**config.mk**
```make
export PLATFORM = sky130hd
export DESIGN_NAME = position_calc_scheduler
export DESIGN_NICKNAME = d
export VERILOG_FILES = /design/src/rtl/position_calc_scheduler.sv
export SDC_FILE = /design/constraint.sdc
export NUM_CORES = 1
export LEC_CHECK = 0
export BUFFER_PORTS_ARGS = -buffer_cell sky130_fd_sc_hd__buf_2
export CAP_MARGIN = 20
export CORE_AREA = 8 8 166 168
export DETAILED_ROUTE_END_ITERATION = 12
export DIE_AREA = 0 0 174 176
export PLACE_DENSITY_LB_ADDON = 0.25
export SYNTH_ARGS = -nofsm -noshare
export SYNTH_HDL_FRONTEND = slang
export SYNTH_SLANG_ARGS = --single-unit
```
**constraint.sdc**
```tcl
create_clock -name clk -period 5.25 [get_ports clk]
set_clock_uncertainty 0.05 [all_clocks]
set_input_delay 0.2625 -clock clk [delete_from_list [all_inputs] [get_ports clk]]
set_output_delay 0.2625 -clock clk [all_outputs]
set_load 0.02 [all_outputs]
```
**src/rtl/position_calc_scheduler.sv**
```systemverilog
// position_calc_scheduler
// Shares one position-divider pipeline among the TBT, FA and SA magnitude
// sources: toggle edges become pending requests, one source is granted at a
// time, its magnitudes are latched, and X/Y/Q operand beats are issued over a
// valid/ready handshake after the operand pipeline has filled.
// Build macro POSCALC_SCHED_STARVE_EN adds per-source age counters so that a
// source left waiting STARVE_LIMIT grants outranks the fixed TBT > FA > SA order.
module position_calc_scheduler #(
    parameter int unsigned MAG_WIDTH    = 24,
    parameter int unsigned FILL_CYCLES  = 3,
    parameter int unsigned STARVE_LIMIT = 4
) (
    input  logic                   clk,
    input  logic                   reset,
    input  logic                   tbtInToggle,
    input  logic                   faInToggle,
    input  logic                   saInToggle,
    input  logic [4*MAG_WIDTH-1:0] tbtMags,
    input  logic [4*MAG_WIDTH-1:0] faMags,
    input  logic [4*MAG_WIDTH-1:0] saMags,
    input  logic                   overrunClear,
    output logic [4*MAG_WIDTH-1:0] magsOut,
    output logic [1:0]             sourceSelect,
    output logic [1:0]             operandSelect,
    output logic                   opValid,
    input  logic                   opReady,
    output logic [1:0]             opIndex,
    output logic                   busy,
    output logic                   overrun,
    output logic [47:0]            overrunCounts
);
    localparam int unsigned MW4       = 4 * MAG_WIDTH;
    localparam logic [2:0]  FILL_LAST = 3'(FILL_CYCLES - 1);

    if (FILL_CYCLES < 1 || FILL_CYCLES > 7 || STARVE_LIMIT < 1 || STARVE_LIMIT > 15) begin : g_bad_param
        $error("position_calc_scheduler: FILL_CYCLES must be 1..7 and STARVE_LIMIT 1..15");
    end

    typedef enum logic [1:0] {IDLE, LOAD, FILL, ISSUE} state_t;

    state_t            state_q, state_d;
    logic [2:0]        toggle_in, toggle_q, edge_det;
    logic [2:0]        pending_q, pending_d, cand, grant;
    logic [1:0]        grant_idx;
    logic [MW4-1:0]    mags_q, mags_d;
    logic [1:0]        src_q, src_d, opsel_q, opsel_d, opidx_q, opidx_d;
    logic              opvalid_q, opvalid_d;
    logic [2:0]        fill_q, fill_d;
    logic [2:0][15:0]  cnt_q, cnt_d;
    logic              overrun_q, overrun_d;

    // Bit order everywhere: [0]=TBT, [1]=FA, [2]=SA
    assign toggle_in = {saInToggle, faInToggle, tbtInToggle};
    assign edge_det  = toggle_in ^ toggle_q;

`ifdef POSCALC_SCHED_STARVE_EN
    localparam logic [3:0] AGE_LIMIT = 4'(STARVE_LIMIT);

    logic [2:0][3:0] age_q, age_d;
    logic [2:0]      starved;

    // Aged pending sources replace the whole candidate set when any exist
    always_comb begin
        starved = '0;
        for (int unsigned s = 0; s < 3; s++) begin
            starved[s] = pending_q[s] && (age_q[s] >= AGE_LIMIT);
        end
        cand = (starved != '0) ? starved : pending_q;
    end

    // Age grows for each source still waiting when another one is granted
    always_comb begin
        age_d = age_q;
        for (int unsigned s = 0; s < 3; s++) begin
            if (grant[s]) begin
                age_d[s] = '0;
            end else if ((grant != '0) && pending_q[s] && (age_q[s] != 4'hF)) begin
                age_d[s] = age_q[s] + 4'd1;
            end
        end
    end

    // Age counter register
    always_ff @(posedge clk) begin
        if (reset) age_q <= '0;
        else       age_q <= age_d;
    end
`else
    assign cand = pending_q;
`endif

    // Fixed-priority pick over the candidate set, only while idle
    always_comb begin
        grant     = '0;
        grant_idx = 2'd0;
        if (state_q == IDLE) begin
            if (cand[0]) begin
                grant = 3'b001; grant_idx = 2'd0;
            end else if (cand[1]) begin
                grant = 3'b010; grant_idx = 2'd1;
            end else if (cand[2]) begin
                grant = 3'b100; grant_idx = 2'd2;
            end
        end
    end

    // Request bookkeeping: an edge on a granted source re-arms it, an edge on a
    // source already waiting is an overrun
    always_comb begin
        pending_d = pending_q;
        cnt_d     = cnt_q;
        overrun_d = overrun_q;
        for (int unsigned s = 0; s < 3; s++) begin
            pending_d[s] = grant[s] ? edge_det[s] : (pending_q[s] | edge_det[s]);
            if (edge_det[s] && pending_q[s] && !grant[s]) begin
                overrun_d = 1'b1;
                if (cnt_q[s] != 16'hFFFF) cnt_d[s] = cnt_q[s] + 16'd1;
            end
        end
        if (overrunClear) begin
            cnt_d     = '0;
            overrun_d = 1'b0;
        end
    end

    // Job sequencer: grant -> LOAD -> FILL (FILL_CYCLES) -> ISSUE three beats
    always_comb begin
        state_d   = state_q;
        mags_d    = mags_q;
        src_d     = src_q;
        opsel_d   = opsel_q;
        opidx_d   = opidx_q;
        opvalid_d = opvalid_q;
        fill_d    = fill_q;
        unique case (state_q)
            IDLE: begin
                if (grant != '0) begin
                    state_d = LOAD;
                    src_d   = grant_idx;
                    opsel_d = 2'd0;
                    unique case (grant_idx)
                        2'd0:    mags_d = tbtMags;
                        2'd1:    mags_d = faMags;
                        default: mags_d = saMags;
                    endcase
                end
            end
            LOAD: begin
                state_d = FILL;
                fill_d  = '0;
                opsel_d = 2'd1;
            end
            FILL: begin
                if (opsel_q != 2'd2) opsel_d = opsel_q + 2'd1;
                if (fill_q == FILL_LAST) begin
                    state_d   = ISSUE;
                    opvalid_d = 1'b1;
                    opidx_d   = 2'd0;
                end else begin
                    fill_d = fill_q + 3'd1;
                end
            end
            ISSUE: begin
                if (opReady) begin
                    if (opidx_q == 2'd2) begin
                        state_d   = IDLE;
                        opvalid_d = 1'b0;
                        opidx_d   = 2'd0;
                    end else begin
                        opidx_d = opidx_q + 2'd1;
                    end
                end
            end
            default: state_d = IDLE;
        endcase
    end

    // State registers; reset reloads toggle history so release raises no request
    always_ff @(posedge clk) begin
        if (reset) begin
            state_q   <= IDLE;
            toggle_q  <= toggle_in;
            pending_q <= '0;
            mags_q    <= '0;
            src_q     <= '0;
            opsel_q   <= '0;
            opidx_q   <= '0;
            opvalid_q <= 1'b0;
            fill_q    <= '0;
            cnt_q     <= '0;
            overrun_q <= 1'b0;
        end else begin
            state_q   <= state_d;
            toggle_q  <= toggle_in;
            pending_q <= pending_d;
            mags_q    <= mags_d;
            src_q     <= src_d;
            opsel_q   <= opsel_d;
            opidx_q   <= opidx_d;
            opvalid_q <= opvalid_d;
            fill_q    <= fill_d;
            cnt_q     <= cnt_d;
            overrun_q <= overrun_d;
        end
    end

    assign magsOut       = mags_q;
    assign sourceSelect  = src_q;
    assign operandSelect = opsel_q;
    assign opValid       = opvalid_q;
    assign opIndex       = opidx_q;
    assign busy          = (state_q != IDLE);
    assign overrun       = overrun_q;
    assign overrunCounts = cnt_q;

endmodule

```
==> results.txt, run 1 <==
Total GRT Usage: 22.6%
Uppermost layer routed: met5
Rows: 58
Postcts setup bufs: 0
Crit Reg-Reg Startpoint: state_q[0]
Simple-gate portion of the synthesized area: 25.6%
Worst-skew pair later-pin latency: 430 ps
Root Driver: clkbuf_16
YS warnings: 0
Die W: 174 um
Tcrit/Tclk final: 56.3%
Cell count after placement: 1856
Unrepaired setup endpoints after global routing: false
CTS tree: done
Worst Setup End Kind: register
CORE AREA: 24800 um2
Sequential cell area fraction in the yosys report: 37.8%
# IOs: 448
Xor-xnor portion of the synthesized cell area: 0.406%
# setup viols final: 0
Netlist cell types: 55
First drt pass iteration count: 5
Slew at the pin with the worst max-slew slack: 1050 ps
Port buffer count: 447
Synthesized area: 8630 um2
FF-to-FF path depth: 7
Net count after synthesis: 1468
Peak supply drop: 204 uV
Compound-gate portion of the synthesized area: 27.5%
1st-iter DRT viols: 751
Outcome: completed
DP HPWL: 27.3 mm
Nets: 1855
Worst setup path startpoint: state_q[0]
Die area: 30600 um2
Critical path peak fanout: 134
Routed WL: 36.7 mm
Area Growth Syn to Fin: 35.2%
Reg2reg setup slack: 2290 ps
Finished Layout Cells: 1896
Post-synthesis mux area share: 2.23%
Worst endpoint required time: 5470 ps
Cell Pwr Density: 443 nW/um2
CTS clock-pin slew for the worst setup and hold paths: 80 ps
Synth async-reset ratio: 0%
Via density: 5.43
Post-synthesis adder-cell area fraction: 1.74%
ANT nets after route: 0
Clock sinks: 163
CP Data Arrival Time: 3180 ps
Initial antenna violation count: 15
Fmax: 0.338 GHz
Total number of vias: 10299
CP Class: register to register
Routed length per instance: 19.4 um
Share of layout cells above drive strength 1: 37.4%
Met1 wire length: 14.5 mm
Final Max Slew Viols: 0
Hold crit path type: primary input to register
Die H: 176 um
Post-synth top flop: dfxtp_1
Drc violations: 0
Period minus WS final: 2960 ps
Mapped Cells: 1161
Number of gates resized after cts: 0
MaxCap Viol Count: 0
Clock buffer count from CTS: 17
CTS max path bufs: 2
Mean area per synthesized cell: 7.44 um2
Number of synthesized flops with an enable pin: 0
#FFs+latches synth: 163
Largest net degree at the start of global routing: 135
Routed met3 length: 3.42 mm
# H-tree levels: 4
Crit path capture: magsOut[94]
P_leak: 5.11 nW
Crit start category: register
Setup TNS: 0 ps
Final Hold Vio Count: 0
Vias in the first global route: 9775
Filler instances: 2605
FF-to-FF End: magsOut[94]
First-pass GRT wire length: 55.7 mm
Routability Congestion: 0.880
Initial Util: 34.8%
GRT overflow: 0
Wire length on met2: 18.2 mm
Largest family of logic cells by synthesized area: compound AO/OA/AOI/OAI gates
Rel. slew slack: 30.2%
==> state kept, by name (all words and copies together) (netlist names) <==
signal,cells
opValid,1
toggle_q,3
overrunCounts,48
opIndex,2
overrun,1
sourceSelect,2
operandSelect,2
cand,3
state_q,2
magsOut,96
fill_q,3
==> layer usage <==
metal	vias up	GRT usage, %
li1	4952	-
met5	-	0
met1	4847	27.0
met2	423	37.6
met4	20	6.20
met3	57	8.31
==> Yosys cell counts, types with 5 or more instances <==
master      n  area share, %
a21oi_1   132            7.7
a31o_1     11            1.1
a31o_2     85            8.6
and3_1      8           0.58
and4_1      5           0.51
buf_2      13           0.75
clkbuf_1   75            3.3
dfxtp_1   163             38
ha_1       12            1.7
inv_1      10           0.43
mux2i_1    17            2.0
nand2_1   329             14
nand2b_1    6           0.43
nand3_1    19            1.1
nand4_1    16            1.2
nor2_1     17           0.74
nor3_1      8           0.46
nor4_1     13           0.94
o21ai_0   106            6.1
o31ai_1    18            1.6
or3_1      21            1.5
or4_1      21            1.8
==> what timing repair did <==
action | in CTS | in global routing
hold endpoints to repair | 3 | 0
setup endpoints to repair | 0 | 0
hold buffers | 3 | 0
==> power by group <==
group,switching (mW),internal (mW)
Combinational,1.45,0.845
Sequential,0.141,1.49
Clock,0.613,0.636
==> worst max-delay path, cell delays in order (launching register included) <==
cell	delay, ps
dfxtp_1	350
inv_1	120
ha_1	430
nand4bb_4	740
buf_12	510
o21ai_0	300
a31o_2	140
a21oi_1	50
==> final cells by class <==
class | count | area (um2) | area share [%]
Antenna cell | 5 | 12.5 | 0.107
Clock buffer | 17 | 425 | 3.64
Clock inverter | 15 | 158 | 1.35
Inverter | 10 | 37.5 | 0.321
Multi-Input combinational cell | 896 | 5000 | 42.8
Sequential cell | 163 | 3260 | 27.9
Tap cell | 330 | 413 | 3.54
Timing Repair Buffer | 460 | 2370 | 20.3
==> per-stage QoR <==
step	instance area, um2	hold slack (ps)	utilization (%)	setup WS [ps]	power (mW)
4_1_cts	11700	131	47.0	2340	5.22
6_report	11700	152	47.0	2290	5.17
5_1_grt	11700	143	47.0	2080	5.52
3_3_place_gp	11100	360	44.5	2410	3.93
3_5_place_dp	11100	365	44.5	2350	3.96
2_1_floorplan	8630	240	-	3160	3.21
==> cell usage in the layout (no fill, tap or decap), types with 4 or more instances in the layout <==
cell type and count:
inv_1 10, nor2_1 17, or3_1 21, and3_1 8, diode_2 5, nand4_1 16
a31o_2 85, nor3_1 8, buf_4 9, nand3_1 19, ha_1 12, a31o_1 11
nand2b_1 6, o21ai_0 106, a21oi_1 132, mux2i_1 17, o31ai_1 18, inv_6 4
and4_1 5, buf_2 446, nor4_1 13, dfxtp_1 163, clkbuf_16 17, or4_1 21
nand2_1 329
==> worst min-delay path by stage <==
stage,from,slack [ps],endpoint,depth (start not counted)
2_1_floorplan,tbtInToggle,240,toggle_q[0],0
3_3_place_gp,faInToggle,360,toggle_q[1],1
3_5_place_dp,faInToggle,360,toggle_q[1],1
4_1_cts,faMags[22],130,magsOut[22],4
5_1_grt,faMags[22],140,magsOut[22],4
6_report,tbtMags[25],150,magsOut[25],4
==> cells by family after synthesis <==
group	count (synthesis)
AO/OA/AOI/OAI	377
XOR/XNOR	4
adder cells (fa/ha/maj)	12
buffers and inverters	102
flip-flops	163
multiplexers	19
AND/OR/NAND/NOR	484
No activity file was read; power rests on OpenSTA's default activity.
==> inputs of run 2 (changes only) <==
--- a/config.mk
+++ b/config.mk
@@ -7,9 +7,9 @@
 export LEC_CHECK = 0
 export BUFFER_PORTS_ARGS = -buffer_cell sky130_fd_sc_hd__buf_2
 export CAP_MARGIN = 20
-export CORE_AREA = 8 8 166 168
+export CORE_AREA = 8 8 168 170
 export DETAILED_ROUTE_END_ITERATION = 12
-export DIE_AREA = 0 0 174 176
+export DIE_AREA = 0 0 176 178
 export PLACE_DENSITY_LB_ADDON = 0.25
 export SYNTH_ARGS = -nofsm -noshare
 export SYNTH_HDL_FRONTEND = slang
==> constraint.sdc (replaced) <==
create_clock -name clk -period 2.9 [get_ports clk]
set_clock_uncertainty 0.05 [all_clocks]
set_input_delay 0.145 -clock clk [delete_from_list [all_inputs] [get_ports clk]]
set_output_delay 0.145 -clock clk [all_outputs]
set_load 0.02 [all_outputs]
==> run 2 against run 1 <==
  * Utilization down 0.81 points
  * Design area up 1.4%
  * Clock power up 86%
  * First-iteration DRC count up 6.0%
  * Combinational power up 87%
  * Global-route usage down 0.67 points
  * Highest routed layer unchanged
==> results.txt, run 2 (synthesis results as in run 1) <==
Outcome: completed
Cell Pwr Density: 809 nW/um2
Die area: 31300 um2
CTS clock-pin slew for the worst setup and hold paths: 80 ps
Port buffer count: 447
Postcts setup bufs: 0
CP Cell Sequence: inv_1 -> ha_1 -> nor3b_1 -> or3b_4 -> or4_1 -> a21oi_1
Wire length on met2: 17.4 mm
Cell count after placement: 1870
Nets: 1864
Final Max Slew Viols: 0
Reg power frac: 30.8%
Worst Setup End Kind: register
Via density: 5.35
FF-to-FF path depth: 6
First drt pass iteration count: 5
Worst path slowest cell: or3b_4
Total number of vias: 10242
Root Driver: clkbuf_16
Finished Layout Cells: 1913
Routability Congestion: 0.924
Period minus WS final: 2440 ps
Setup TNS: 0 ps
Crit-path max cell delay: 540 ps
Area Growth Syn to Fin: 37.2%
Tcrit/Tclk final: 84.1%
CP Data Arrival Time: 2750 ps
Initial antenna violation count: 9
Peak supply drop: 527 uV
Fmax: 0.410 GHz
Switching pwr: 3.96 mW
Largest net degree at the start of global routing: 99
Routed WL: 36.5 mm
CTS max path bufs: 2
Rel. slew slack: 43.1%
Share of layout cells above drive strength 1: 37.7%
Filler instances: 2650
First-pass GRT wire length: 54.9 mm
Uppermost layer routed: met5
# IOs: 448
Initial Util: 33.7%
CP Class: register to register
Final Total Pwr: 9.58 mW
Met1 wire length: 14.9 mm
ANT nets after route: 0
Worst endpoint required time: 3210 ps
Crit start category: register
Unrepaired setup endpoints after global routing: false
P_leak: 5.19 nW
Internal power: 5.63 mW
Die H: 178 um
Design area: 11800 um2
CTS tree: done
Clock power frac: 24.3%
Final Hold Vio Count: 0
MaxCap Viol Count: 0
Commonest cells after routing, fill and taps aside: buf_2 (446), nand2_1 (329), dfxtp_1 (163), a21oi_1 (132), o21ai_0 (106)
Vias in the first global route: 9804
# setup viols final: 0
DP HPWL: 27.1 mm
Worst-skew pair later-pin latency: 420 ps
Cell Area, Placed: 11200 um2
Routed met3 length: 3.14 mm
Sw Share: 41.3%
Rows: 59
Combinational Power Share: 44.9%
# H-tree levels: 4
Hold crit path type: primary input to register
Routed length per instance: 19.1 um
Drc violations: 0
Clock sinks: 163
GRT overflow: 0
1st-iter DRT viols: 796
Commonest non-fill, non-tap cell in the layout: buf_2
Die W: 176 um
Worst hold stages: 4
Number of flip-flops in the largest register: 96
CORE AREA: 25600 um2
Slew at the pin with the worst max-slew slack: 846 ps
Clock buffer count from CTS: 17
Critical path peak fanout: 22
Total GRT Usage: 21.9%
## run 2: cell types whose count changed in the layout (fill, tap and decap cells not counted), sizes merged
cell and change:
clkinv -4, bufinv +2, buf +9, diode +3, clkbuf +1, inv +1
## run 2: repair_timing
item | CTS | global route
hold buffers | 3 | 0
hold endpoints to repair | 3 | 0
resized for setup | 0 | 0
## run 2: area by class of cell
type                       instances  area [um2]  share of cell area [%]
antenna                            8        20.0                   0.169
timing repair buffer             469        2510                    21.2
tap                              335         419                    3.54
clock inverter                    14         165                    1.39
sequential                       163        3260                    27.6
inverter                          10        37.5                   0.317
multi-input combinational        896        5000                    42.2
clock buffer                      18         429                    3.62
## run 2: routing by layer
| layer | up-vias | global-route usage (%) |
|---|---|---|
| met1 | 4782 | 26.7 |
| met2 | 440 | 35.8 |
| met3 | 48 | 6.82 |
| met5 | - | 0 |
| li1 | 4970 | - |
| met4 | 2 | 8.16 |
## run 2: critical path, delay by kind of cell (launching register included)
family	cells	cell delay (ps)
compound gates	1	150
flops	1	400
simple gates	3	1300
buf+inv	1	100
fa+ha+maj	1	370
## run 2: power by group through the flow
| stage | Clock (mW) | Combinational [mW] | Sequential (mW) |
|---|---|---|---|
| 5_1_grt | 2.49 | 4.71 | 3.01 |
| 3_5_place_dp | 0 | 4.32 | 2.99 |
| 3_3_place_gp | 0 | 4.26 | 2.97 |
| 2_1_floorplan | 0 | 2.33 | 3.48 |
| 6_report | 2.33 | 4.30 | 2.95 |
| 4_1_cts | 2.40 | 4.34 | 2.95 |
## run 2: worst paths after layout
kind / start / end / slack [ps]
worst max-delay path: state_q[0] / overrunCounts[36] / 460
worst min-delay path: faMags[36] / magsOut[36] / 40
worst max register to register: state_q[0] / overrunCounts[36] / 460
worst min register to register: magsOut[86] / magsOut[86] / 400
## run 2: metrics by stage
step / util [%] / hold slack, ps / setup WS (ps)
floorplan: - / 123 / 812
finish: 46.2 / 38.8 / 461
global placement: 43.7 / 225 / 507
global route: 46.2 / 28.4 / 285
detailed placement: 43.7 / 226 / 477
CTS: 46.2 / 18.6 / 466
==> inputs of run 3 (changes only) <==
==> constraint.sdc (replaced) <==
create_clock -name clk -period 2.3 [get_ports clk]
set_clock_uncertainty 0.05 [all_clocks]
set_input_delay 0.115 -clock clk [delete_from_list [all_inputs] [get_ports clk]]
set_output_delay 0.115 -clock clk [all_outputs]
set_load 0.02 [all_outputs]
==> run 3 against run 2 <==
  * Critical path depth shrank 1
  * Sequential cell count is the same
  * Combinational power grew 32%
  * Design area grew 4.0%
  * Utilization grew 1.8 points
  * Critical path type unchanged
  * Final cell count grew 2.4%
  * Critical endpoint is now overrunCounts[10]
  * Die area is the same
  * Wire length grew 1.9%
==> results.txt, run 3 (synthesis results as in run 1) <==
CP Class: register to register
Crit start category: register
MaxCap Viol Count: 0
Final Hold Vio Count: 0
FF-to-FF End: overrunCounts[10]
# H-tree levels: 4
Peak supply drop: 647 uV
Port buffer count: 447
Outcome: completed
Clock buffer count from CTS: 17
Fmax: 0.477 GHz
Area occupied by multi-input gates: 5000 um2
Min-Delay Endpoint: magsOut[84]
CP Data Arrival Time: 2400 ps
Share of layout cells above drive strength 1: 37.5%
Reg2reg setup slack: 200 ps
CP bufs+invs: 0
Die W: 176 um
Hold Crit Start: tbtMags[84]
Worst endpoint required time: 2600 ps
CTS tree: done
Worst-skew pair later-pin latency: 430 ps
Crit Reg-Reg Startpoint: overrunCounts[0]
Commonest non-fill, non-tap cell in the layout: buf_2
Register area: 3260 um2
Worst path slowest cell: or4_1
CORE AREA: 25600 um2
Final Total Pwr: 12.3 mW
Commonest cells after routing, fill and taps aside: buf_2 (446), nand2_1 (328), dfxtp_1 (163), a21oi_1 (132), o21ai_0 (106)
# IOs: 448
Routability Congestion: 0.896
# setup viols final: 0
1st-iter DRT viols: 783
Rel. slew slack: 26.2%
First-pass GRT wire length: 55.2 mm
Worst Setup End Kind: register
DP HPWL: 27.8 mm
CTS max path bufs: 2
CP Cell Sequence: ha_1 -> and4_1 -> nand4_1 -> or4_1 -> a21oi_1
P_leak: 5.40 nW
FF-to-FF path depth: 5
Clock sinks: 163
Postcts setup bufs: 0
GRT overflow: 0
Tcrit/Tclk final: 91.2%
Vias in the first global route: 9827
Crit-path max cell delay: 570 ps
Root Driver: clkbuf_16
Number of flip-flops in the largest register: 96
Filler instances: 2624
Nets: 1908
Cell Pwr Density: 998 nW/um2
Critical path peak fanout: 8
Area Growth Syn to Fin: 42.6%
Initial Util: 33.7%
Setup TNS: 0 ps
Worst hold stages: 4
Hold crit path type: primary input to register
Rows: 59
Period minus WS final: 2100 ps
Initial antenna violation count: 9
Via density: 5.37
Die area: 31300 um2
CTS clock-pin slew for the worst setup and hold paths: 70 ps
Routed length per instance: 19.0 um
Delay-heaviest family, CP: simple AND/OR/NAND/NOR gates
ANT nets after route: 0
Largest net degree at the start of global routing: 69
Die H: 178 um
Total GRT Usage: 22.0%
Drc violations: 0
Total number of vias: 10525
First drt pass iteration count: 5
Routed WL: 37.2 mm
Unrepaired setup endpoints after global routing: false
Slew at the pin with the worst max-slew slack: 1110 ps
Final Max Slew Viols: 0
run 3: cell type report:
| cell class | instances | area share (%) |
|---|---|---|
| repair buffers | 513 | 24.1 |
| diodes | 10 | 0.203 |
| multi-input cells | 896 | 40.6 |
| flip-flops and latches | 163 | 26.5 |
| clock buffers | 18 | 3.49 |
| clock inverters | 14 | 1.36 |
| well taps | 335 | 3.40 |
| inverters | 10 | 0.305 |
run 3: timing repair:
| action | in CTS | in global routing |
|---|---|---|
| endpoints found under the hold margin | 34 | 0 |
| endpoints found under the setup margin | 0 | 7 |
| gates resized for setup | 0 | 1 |
| hold buffers | 35 | 0 |
run 3: per-stage QoR:
stage	cell area (um2)	utilization [%]	cells	hold WS, ps	setup slack, ps
2_1_floorplan	8630	-	1161	92.7	212
6_report	12300	48.1	1959	20.2	203
4_1_cts	12300	48.0	1949	0.0126	143
3_5_place_dp	11300	44.3	1882	197	158
5_1_grt	12300	48.1	1957	7.88	52.0
3_3_place_gp	11300	44.3	1882	194	201
run 3: where the power goes:
part | total [mW] | leakage, nW | internal [mW] | switching, mW
combinational | 5.68 | 3.79 | 2.22 | 3.46
clock | 2.92 | 0.283 | 1.56 | 1.36
sequential | 3.69 | 1.33 | 3.40 | 0.296
total | 12.3 | 5.40 | 7.17 | 5.12
run 3: worst min-delay path, cell delays in order:
cell     delay [ps]
buf_2           100
nand2_1          50
a31o_2          140
a21oi_1          50
run 3: metal layers:
| metal | wire (um) | GRT usage, % | vias up |
|---|---|---|---|
| met5 | 0 | 0 | - |
| met4 | 1200 | 8.97 | 0 |
| met3 | 3730 | 7.73 | 59 |
| met2 | 17400 | 34.7 | 496 |
| met1 | 14900 | 27.0 | 4916 |
| li1 | - | - | 5054 |
run 3: how the worst max path moves through the flow:
| stage | start | cells past startpoint | slack (ps) | end |
|---|---|---|---|---|
| after floorplan | state_q[0] | 7 | 210 | overrunCounts[42] |
| after global placement | state_q[0] | 7 | 200 | overrunCounts[6] |
| after detailed placement | state_q[0] | 7 | 160 | overrunCounts[9] |
| after CTS | state_q[0] | 7 | 140 | overrunCounts[9] |
| after global routing | state_q[1] | 7 | 50 | overrunCounts[14] |
| final | overrunCounts[0] | 5 | 200 | overrunCounts[10] |
